## config.mk

```make
export PLATFORM = sky130hd
export DESIGN_NAME = ahb3lite_wbuf
export DESIGN_NICKNAME = d
export VERILOG_FILES = /design/src/rtl/ahb3lite_pkg.sv /design/src/rtl/wbuf_fifo.sv /design/src/rtl/ahb3lite_wbuf.sv
export SDC_FILE = /design/constraint.sdc
export NUM_CORES = 1
export LEC_CHECK = 0
export CELL_PAD_IN_SITES_DETAIL_PLACEMENT = 1
export CELL_PAD_IN_SITES_GLOBAL_PLACEMENT = 2
export CORE_MARGIN = 10
export CORE_UTILIZATION = 40
export DETAILED_ROUTE_END_ITERATION = 7
export PLACE_DENSITY = 0.76
export SYNTH_ARGS = -nofsm -noshare
export SYNTH_HDL_FRONTEND = slang
export SYNTH_SLANG_ARGS = --single-unit
```

## constraint.sdc

```tcl
create_clock -name HCLK -period 7.8 [get_ports HCLK]
set_input_delay 0.78 -clock HCLK [delete_from_list [all_inputs] [get_ports HCLK]]
set_output_delay 0.78 -clock HCLK [all_outputs]
set_load 0.02 [all_outputs]
```

## src/rtl/ahb3lite_pkg.sv

```systemverilog
// ahb3lite_pkg: shared AHB-Lite transfer, response, burst and size encodings
package ahb3lite_pkg;
  localparam logic [1:0] HTRANS_IDLE   = 2'b00;
  localparam logic [1:0] HTRANS_BUSY   = 2'b01;
  localparam logic [1:0] HTRANS_NONSEQ = 2'b10;
  localparam logic [1:0] HTRANS_SEQ    = 2'b11;
  localparam logic HRESP_OKAY  = 1'b0;
  localparam logic HRESP_ERROR = 1'b1;
  localparam logic [2:0] HBURST_SINGLE = 3'b000;
  localparam logic [2:0] HSIZE_BYTE  = 3'b000;
  localparam logic [2:0] HSIZE_HWORD = 3'b001;
  localparam logic [2:0] HSIZE_WORD  = 3'b010;
  localparam logic [2:0] HSIZE_DWORD = 3'b011;
endpackage

```

## src/rtl/wbuf_fifo.sv

```systemverilog
// wbuf_fifo: synchronous FIFO with a registered head entry
module wbuf_fifo #(
  parameter int W = 8,
  parameter int DEPTH = 4,
  localparam int AW = $clog2(DEPTH),
  localparam int CW = AW + 1
) (
  input  logic          HRESETn,
  input  logic          HCLK,
  input  logic          push,
  input  logic          pop,
  input  logic [W-1:0]  din,
  output logic [W-1:0]  head,
  output logic          full,
  output logic          empty,
  output logic [CW-1:0] count
);
  logic [W-1:0] mem [DEPTH];
  logic [AW-1:0] wr_ptr, rd_ptr, rd_nxt;
  assign rd_nxt = rd_ptr + AW'(pop);
  assign full = count == CW'(DEPTH);
  assign empty = count == '0;
  always_ff @(posedge HCLK)
    if (push) mem[wr_ptr] <= din;
  // head tracks the entry at the post-pop read pointer, bypassing a same-cycle write into it
  always_ff @(posedge HCLK or negedge HRESETn)
    if (!HRESETn) begin
      wr_ptr <= '0;
      rd_ptr <= '0;
      count <= '0;
      head <= '0;
    end else begin
      wr_ptr <= wr_ptr + AW'(push);
      rd_ptr <= rd_nxt;
      count <= count + CW'(push) - CW'(pop);
      head <= (push && wr_ptr == rd_nxt) ? din : mem[rd_nxt];
    end
endmodule

```

## src/rtl/ahb3lite_wbuf.sv

```systemverilog
// ahb3lite_wbuf: posted-write buffer in front of an AHB-Lite-to-APB bridge; reads drain the queue first
module ahb3lite_wbuf
  import ahb3lite_pkg::*;
#(
  parameter int HADDR_SIZE = 32,
  parameter int HDATA_SIZE = 32,
  parameter int DEPTH = 4
) (
  input  logic                  HRESETn,
  input  logic                  HCLK,
  input  logic                  HSEL,
  input  logic [HADDR_SIZE-1:0] HADDR,
  input  logic [HDATA_SIZE-1:0] HWDATA,
  input  logic                  HWRITE,
  input  logic [2:0]            HSIZE,
  input  logic [2:0]            HBURST,
  input  logic [3:0]            HPROT,
  input  logic [1:0]            HTRANS,
  input  logic                  HMASTLOCK,
  input  logic                  HREADY,
  output logic [HDATA_SIZE-1:0] HRDATA,
  output logic                  HREADYOUT,
  output logic                  HRESP,
  output logic                  M_HSEL,
  output logic [HADDR_SIZE-1:0] M_HADDR,
  output logic [HDATA_SIZE-1:0] M_HWDATA,
  output logic                  M_HWRITE,
  output logic [2:0]            M_HSIZE,
  output logic [2:0]            M_HBURST,
  output logic [3:0]            M_HPROT,
  output logic [1:0]            M_HTRANS,
  output logic                  M_HMASTLOCK,
  input  logic [HDATA_SIZE-1:0] M_HRDATA,
  input  logic                  M_HREADYOUT,
  input  logic                  M_HRESP,
  output logic                  wbuf_empty,
  output logic                  wbuf_err,
  output logic [HADDR_SIZE-1:0] wbuf_err_addr,
  input  logic                  err_clr
);
  typedef enum logic [1:0] {S_IDLE, S_WDATA, S_RWAIT, S_ERR} u_state_t;
  typedef enum logic [1:0] {M_IDLE, M_ADDR, M_DATA} m_state_t;
  localparam int EW = HADDR_SIZE + 7 + HDATA_SIZE;
  u_state_t u_state, u_nxt;
  m_state_t m_state, m_nxt;
  logic [HADDR_SIZE-1:0] a_addr, h_addr;
  logic [2:0] a_size, h_size;
  logic [3:0] a_prot, h_prot;
  logic [HDATA_SIZE-1:0] h_data;
  logic [EW-1:0] head;
  logic [$clog2(DEPTH):0] count;
  logic valid, push, pop, full, empty, rd_done, rd_err, m_rd, m_addr_ph, m_wdata_ph;
  logic unused;
  assign unused = ^{HBURST, HMASTLOCK};
  assign valid = HSEL && HREADY && (HTRANS == HTRANS_NONSEQ || HTRANS == HTRANS_SEQ);
  assign pop = m_state == M_DATA && !m_rd && M_HREADYOUT;
  assign rd_done = m_state == M_DATA && m_rd && M_HREADYOUT;
  assign rd_err = u_state == S_RWAIT && rd_done && M_HRESP;
  // a pop in the same cycle frees the slot, so a full queue still accepts the write
  assign push = u_state == S_WDATA && (!full || pop);
  assign {h_addr, h_size, h_prot, h_data} = head;
  wbuf_fifo #(.W(EW), .DEPTH(DEPTH)) u_fifo (
    .HRESETn(HRESETn),
    .HCLK(HCLK),
    .push(push),
    .pop(pop),
    .din({a_addr, a_size, a_prot, HWDATA}),
    .head(head),
    .full(full),
    .empty(empty),
    .count(count)
  );
  assign HREADYOUT = u_state == S_WDATA ? push :
                     u_state == S_RWAIT ? rd_done && !M_HRESP : 1'b1;
  assign HRESP = (rd_err || u_state == S_ERR) ? HRESP_ERROR : HRESP_OKAY;
  assign HRDATA = (u_state == S_RWAIT && rd_done && !M_HRESP) ? M_HRDATA : '0;
  always_comb
    u_nxt = rd_err ? S_ERR :
            !HREADYOUT ? u_state :
            valid ? (HWRITE ? S_WDATA : S_RWAIT) : S_IDLE;
  always_ff @(posedge HCLK or negedge HRESETn)
    if (!HRESETn) u_state <= S_IDLE;
    else u_state <= u_nxt;
  always_ff @(posedge HCLK or negedge HRESETn)
    if (!HRESETn) begin
      a_addr <= '0;
      a_size <= '0;
      a_prot <= '0;
    end else if (HREADYOUT && valid) begin
      a_addr <= HADDR;
      a_size <= HSIZE;
      a_prot <= HPROT;
    end
  // queued writes always go first; the pending read is issued only once the queue is empty
  always_comb
    m_nxt = m_state == M_IDLE ? ((M_HREADYOUT && (!empty || u_state == S_RWAIT)) ? M_ADDR : M_IDLE) :
            m_state == M_ADDR ? M_DATA :
            M_HREADYOUT ? M_IDLE : M_DATA;
  always_ff @(posedge HCLK or negedge HRESETn)
    if (!HRESETn) begin
      m_state <= M_IDLE;
      m_rd <= 1'b0;
    end else begin
      m_state <= m_nxt;
      if (m_state == M_IDLE && m_nxt == M_ADDR) m_rd <= empty;
    end
  assign m_addr_ph = m_state == M_ADDR;
  assign m_wdata_ph = m_state == M_DATA && !m_rd;
  assign M_HSEL = m_addr_ph;
  assign M_HADDR = m_addr_ph ? (m_rd ? a_addr : h_addr) : '0;
  assign M_HWRITE = m_addr_ph && !m_rd;
  assign M_HSIZE = m_addr_ph ? (m_rd ? a_size : h_size) : '0;
  assign M_HPROT = m_addr_ph ? (m_rd ? a_prot : h_prot) : '0;
  assign M_HTRANS = m_addr_ph ? HTRANS_NONSEQ : HTRANS_IDLE;
  assign M_HBURST = HBURST_SINGLE;
  assign M_HMASTLOCK = 1'b0;
  assign M_HWDATA = m_wdata_ph ? h_data : '0;
  assign wbuf_empty = count == '0 && m_state == M_IDLE;
  // a new write error wins over err_clr and reloads the captured address
  always_ff @(posedge HCLK or negedge HRESETn)
    if (!HRESETn) begin
      wbuf_err <= 1'b0;
      wbuf_err_addr <= '0;
    end else if (pop && M_HRESP) begin
      wbuf_err <= 1'b1;
      if (!wbuf_err || err_clr) wbuf_err_addr <= h_addr;
    end else if (err_clr) begin
      wbuf_err <= 1'b0;
    end
endmodule

```

==> flow_metrics.py <==
metrics = {
    "place": {
        "place_inst": 1712,
        "post-dp-hpwl_mm": 25.0,
        "portBuffers": 253,
        "preCtsSetupSlack_ps": 3410,
        "gpl_congestion": 0.711,
        "post_dp_cell_area_um2": 20500,
    },
    "cts": {
        "numCtsBuffers": 47,
        "cts-resized-gates": 0,
        "clk_root_buffer_cell": "clkbuf_16",
        "clock_path_buffers": 3,
        "tritoncts": "done",
        "holdBufCountCts": 0,
        "htree_levels": 2,
        "cts.sink_count": 439,
        "clkLatencyLatePin_ps": 570,
        "path_clk_slew_ps": 60,
        "postCtsSetupRepairBufs": 0,
    },
    "final_layout": {
        "flow.area_growth_from_synthesis_pct": 27.8,
        "nets": 1298,
        "drive_above_1_share": 0.240,
        "design_area_um2": 22100,
        "final_instance_count_without_filler_cells": 1797,
    },
    "job": {
        "maxCapViolations": 0,
    },
    "power_and_ir_drop": {
        "worst_vdd_ir_v": 0.000209,
        "total_power_mw": 8.92,
        "power.leakage_nw": 7.81,
        "power.density_cell_area_nw_per_um2": 404,
    },
    "sta": {
        "worst_slack_ps": 3680,
        "maxSlewViolCount": 0,
        "fin_crit_ps": 4120,
        "achievable-frequency_ghz": 0.243,
        "finalHoldViolCount": 0,
        "min_period_over_period": 0.528,
        "slew_headroom": 0.328,
        "timing_worst_slew_pin_value_ps": 1010,
        "worst_clock_skew_ps": 22.7,
        "totalNegativeSetupSlack_ps": 0,
        "timing.final.setup_violations": 0,
        "rsz0062_at_grt": "false",
    },
    "synth": {
        "synthesis.area_per_instance_um2": 19.1,
        "synthesis.instances": 903,
        "synth_simple_gate_area_share": 0.0425,
        "fraction_of_synthesized_cell_area_in_xor_and_xnor_cells": 0.00348,
        "synth_adder_area_share": 0.00406,
        "dominant_combinational_cell_family_by_area_after_synthesis": "multiplexers",
        "synth.ff_latch_count": 439,
        "synth_warnings": 0,
        "synth_area_um2": 17300,
        "synth.distinct_cells": 36,
        "synth_sequential_area_ratio": 0.719,
        "yosys-mux-area-fraction": 0.209,
        "fraction_of_the_mapped_netlist_area_in_compound_gates": 0.00420,
    },
    "grt": {
        "vias_in_the_first_global_route": 10111,
        "pin_count_of_the_biggest_net_entering_global_routing": 112,
        "global_route.overflow_total": 0,
        "grt_first_pass_wirelength_mm": 65.0,
        "grt_usage": 0.163,
        "antenna_violations_before_repair": 2,
    },
    "floorplan": {
        "fp.dieW_um": 228,
        "fp.coreArea_um2": 42900,
        "die-height_um": 228,
        "start_util": 0.403,
        "die_ar_um2": 51900,
        "number_of_top_level_pins": 264,
        "core.rowCount": 76,
    },
    "route": {
        "vias": 8942,
        "post_drt_wl_per_cell_um": 23.3,
        "detail_route.vias_per_cell": 4.98,
        "route.antenna.remaining_nets": 0,
        "first_pass_drt_iterations": 6,
        "detail_route.drc_violations": 0,
        "detail_route.iter0.violations": 493,
        "total_detailed_routing_wirelength_mm": 42.0,
    },
    "critical_path": {
        "worstPathArrival_ps": 3340,
        "timing.setup.critical_path_class": "reg2out",
        "crit_fanout": 44,
        "path_delay_family": "flip-flops",
        "worstSetupStartpointType": "flip-flop",
        "timing.critical_path.buf_inv": 1,
        "timing.critical_path.cells": "nand4b_1 > o21ai_0 > and2_1 > clkdlybuf4s50_1",
        "critical-path-slowest-cell": "dfrtp_4",
        "timing.critical_path.required_ps": 7020,
        "endpoint_kind": "output port",
        "worst_path_largest_cell_delay_ps": 1060,
    },
    "worst_hold_path": {
        "worstHoldPathType": "in2async",
    },
    "status": {
        "outcome": "completed",
    },
}
-- cells in the final DEF, fill, tap and decap left out, types with 2 or more instances in the layout --
cell type        synthesis  routed
a21oi_1                  2       2
a22oi_1                  2       2
and2_1                  66      66
buf_4                    6      18
bufinv_16                0       9
clkbuf_1                30      10
clkbuf_16                0      47
clkbuf_8                 0       3
clkdlybuf4s50_1          0     252
clkinv_1                 0       8
clkinv_2                 0       6
conb_1                   1       5
dfrtp_1                155     154
edfxtp_1               284     284
ha_1                     4       3
inv_1                    8       8
mux2_1                  23      23
mux2_2                 120     120
mux2i_1                 39      39
mux4_2                  71      71
nand2_1                  3       3
nand2b_1                 4       3
nand3_2                  0       2
nand4b_1                 2       2
nor2_1                  43      43
nor2b_1                  2       2
nor3_2                   0       2
nor3b_2                  0       3
xnor2_1                  2       2
xor2_1                   3       3
-- layout make-up --
type                       instances  area [um^2]
multi-input combinational        409         4620
clock inverter                    25          347
fill                            3982        20800
clock buffer                      59         1240
sequential                       439        12400
antenna                            1         2.50
tap                              585          732
timing repair buffer             271         2670
inverter                           8         30.0
-- metal layers --
| layer | vias to the layer above | global-route usage | wire (um) |
|---|---|---|---|
| met3 | 54 | 0.0465 | 2440 |
| li1 | 3984 | - | - |
| met4 | 2 | 0.0369 | 678 |
| met1 | 4688 | 0.208 | 18200 |
| met2 | 214 | 0.269 | 20600 |
| met5 | - | 0 | 12 |
-- path summary, 6_finish.rpt --
kind                                   startpoint                end  slack, ps  cells past startpoint
worst max register to register               m_rd    u_fifo.head[57]       3690                      5
worst max-delay path                         m_rd          HREADYOUT       3680                      4
max in group asynchronous                 HRESETn   wbuf_err_addr[7]       6190                      2
min in group HCLK               wbuf_err_addr[26]  wbuf_err_addr[26]        500                      1
worst min-delay path                      HRESETn     u_fifo.head[2]        350                      1
worst min register to register  wbuf_err_addr[26]  wbuf_err_addr[26]        500                      1
-- stage by stage --
step | hold WS (ps) | util
2_1_floorplan | 472 | -
3_3_place_gp | 487 | 0.477
3_5_place_dp | 492 | 0.477
4_1_cts | 384 | 0.514
5_1_grt | 400 | 0.514
6_report | 345 | 0.514
-- cell usage after synthesis --
master	instances	area share
a21boi_0	1	0.00044
a21oi_1	2	0.00058
a22oi_1	2	0.00087
and2_1	66	0.024
and3_1	2	0.00072
and4bb_4	1	0.00094
buf_1	2	0.00044
buf_2	4	0.0012
buf_4	6	0.0026
buf_6	9	0.0059
clkbuf_1	30	0.0065
conb_1	1	0.00022
dfrtp_1	155	0.22
edfxtp_1	284	0.49
fa_1	1	0.0012
ha_1	4	0.0029
inv_1	8	0.0017
mux2_1	23	0.015
mux2_2	120	0.078
mux2i_1	39	0.023
mux4_2	71	0.093
nand2_1	3	0.00065
nand2b_1	4	0.0014
nand3_1	2	0.00058
nand4b_1	2	0.0010
nor2_1	43	0.0093
nor2b_1	2	0.00072
nor3_1	3	0.00087
nor3_4	1	0.00094
nor3b_1	3	0.0013
o21a_1	1	0.00044
o21ai_0	1	0.00029
o41ai_4	1	0.0016
xnor2_1	2	0.0010
xor2_1	3	0.0015
xor2_2	1	0.00094
-- report_power, final --
| group | switching, mW | total, mW | internal, mW |
|---|---|---|---|
| registers | 0.438 | 3.63 | 3.19 |
| logic | 1.39 | 2.97 | 1.59 |
| clock network | 0.897 | 2.32 | 1.42 |
-- logic make-up (layout without fill, tap and decap cells) --
group	Yosys count	after routing
AO/OA/AOI/OAI	8	8
XOR/XNOR	6	6
adder cells (fa/ha/maj)	5	5
buffers and inverters	59	363
flip-flops	439	439
multiplexers	253	253
other	1	6
AND/OR/NAND/NOR	132	132
-- registers in the layout, summed over array words and instances, names as in the netlist --
register / cells
m_state: 2
wbuf_err: 1
u_fifo.rd_ptr: 2
u_fifo.head: 71
u_fifo.mem: 284
m_rd: 1
u_fifo.count: 3
wbuf_err_addr: 32
a_addr: 32
u_fifo.wr_ptr: 2
a_prot: 4
a_size: 3
u_state: 2
Note: power is estimated with default switching activity, not from simulation.
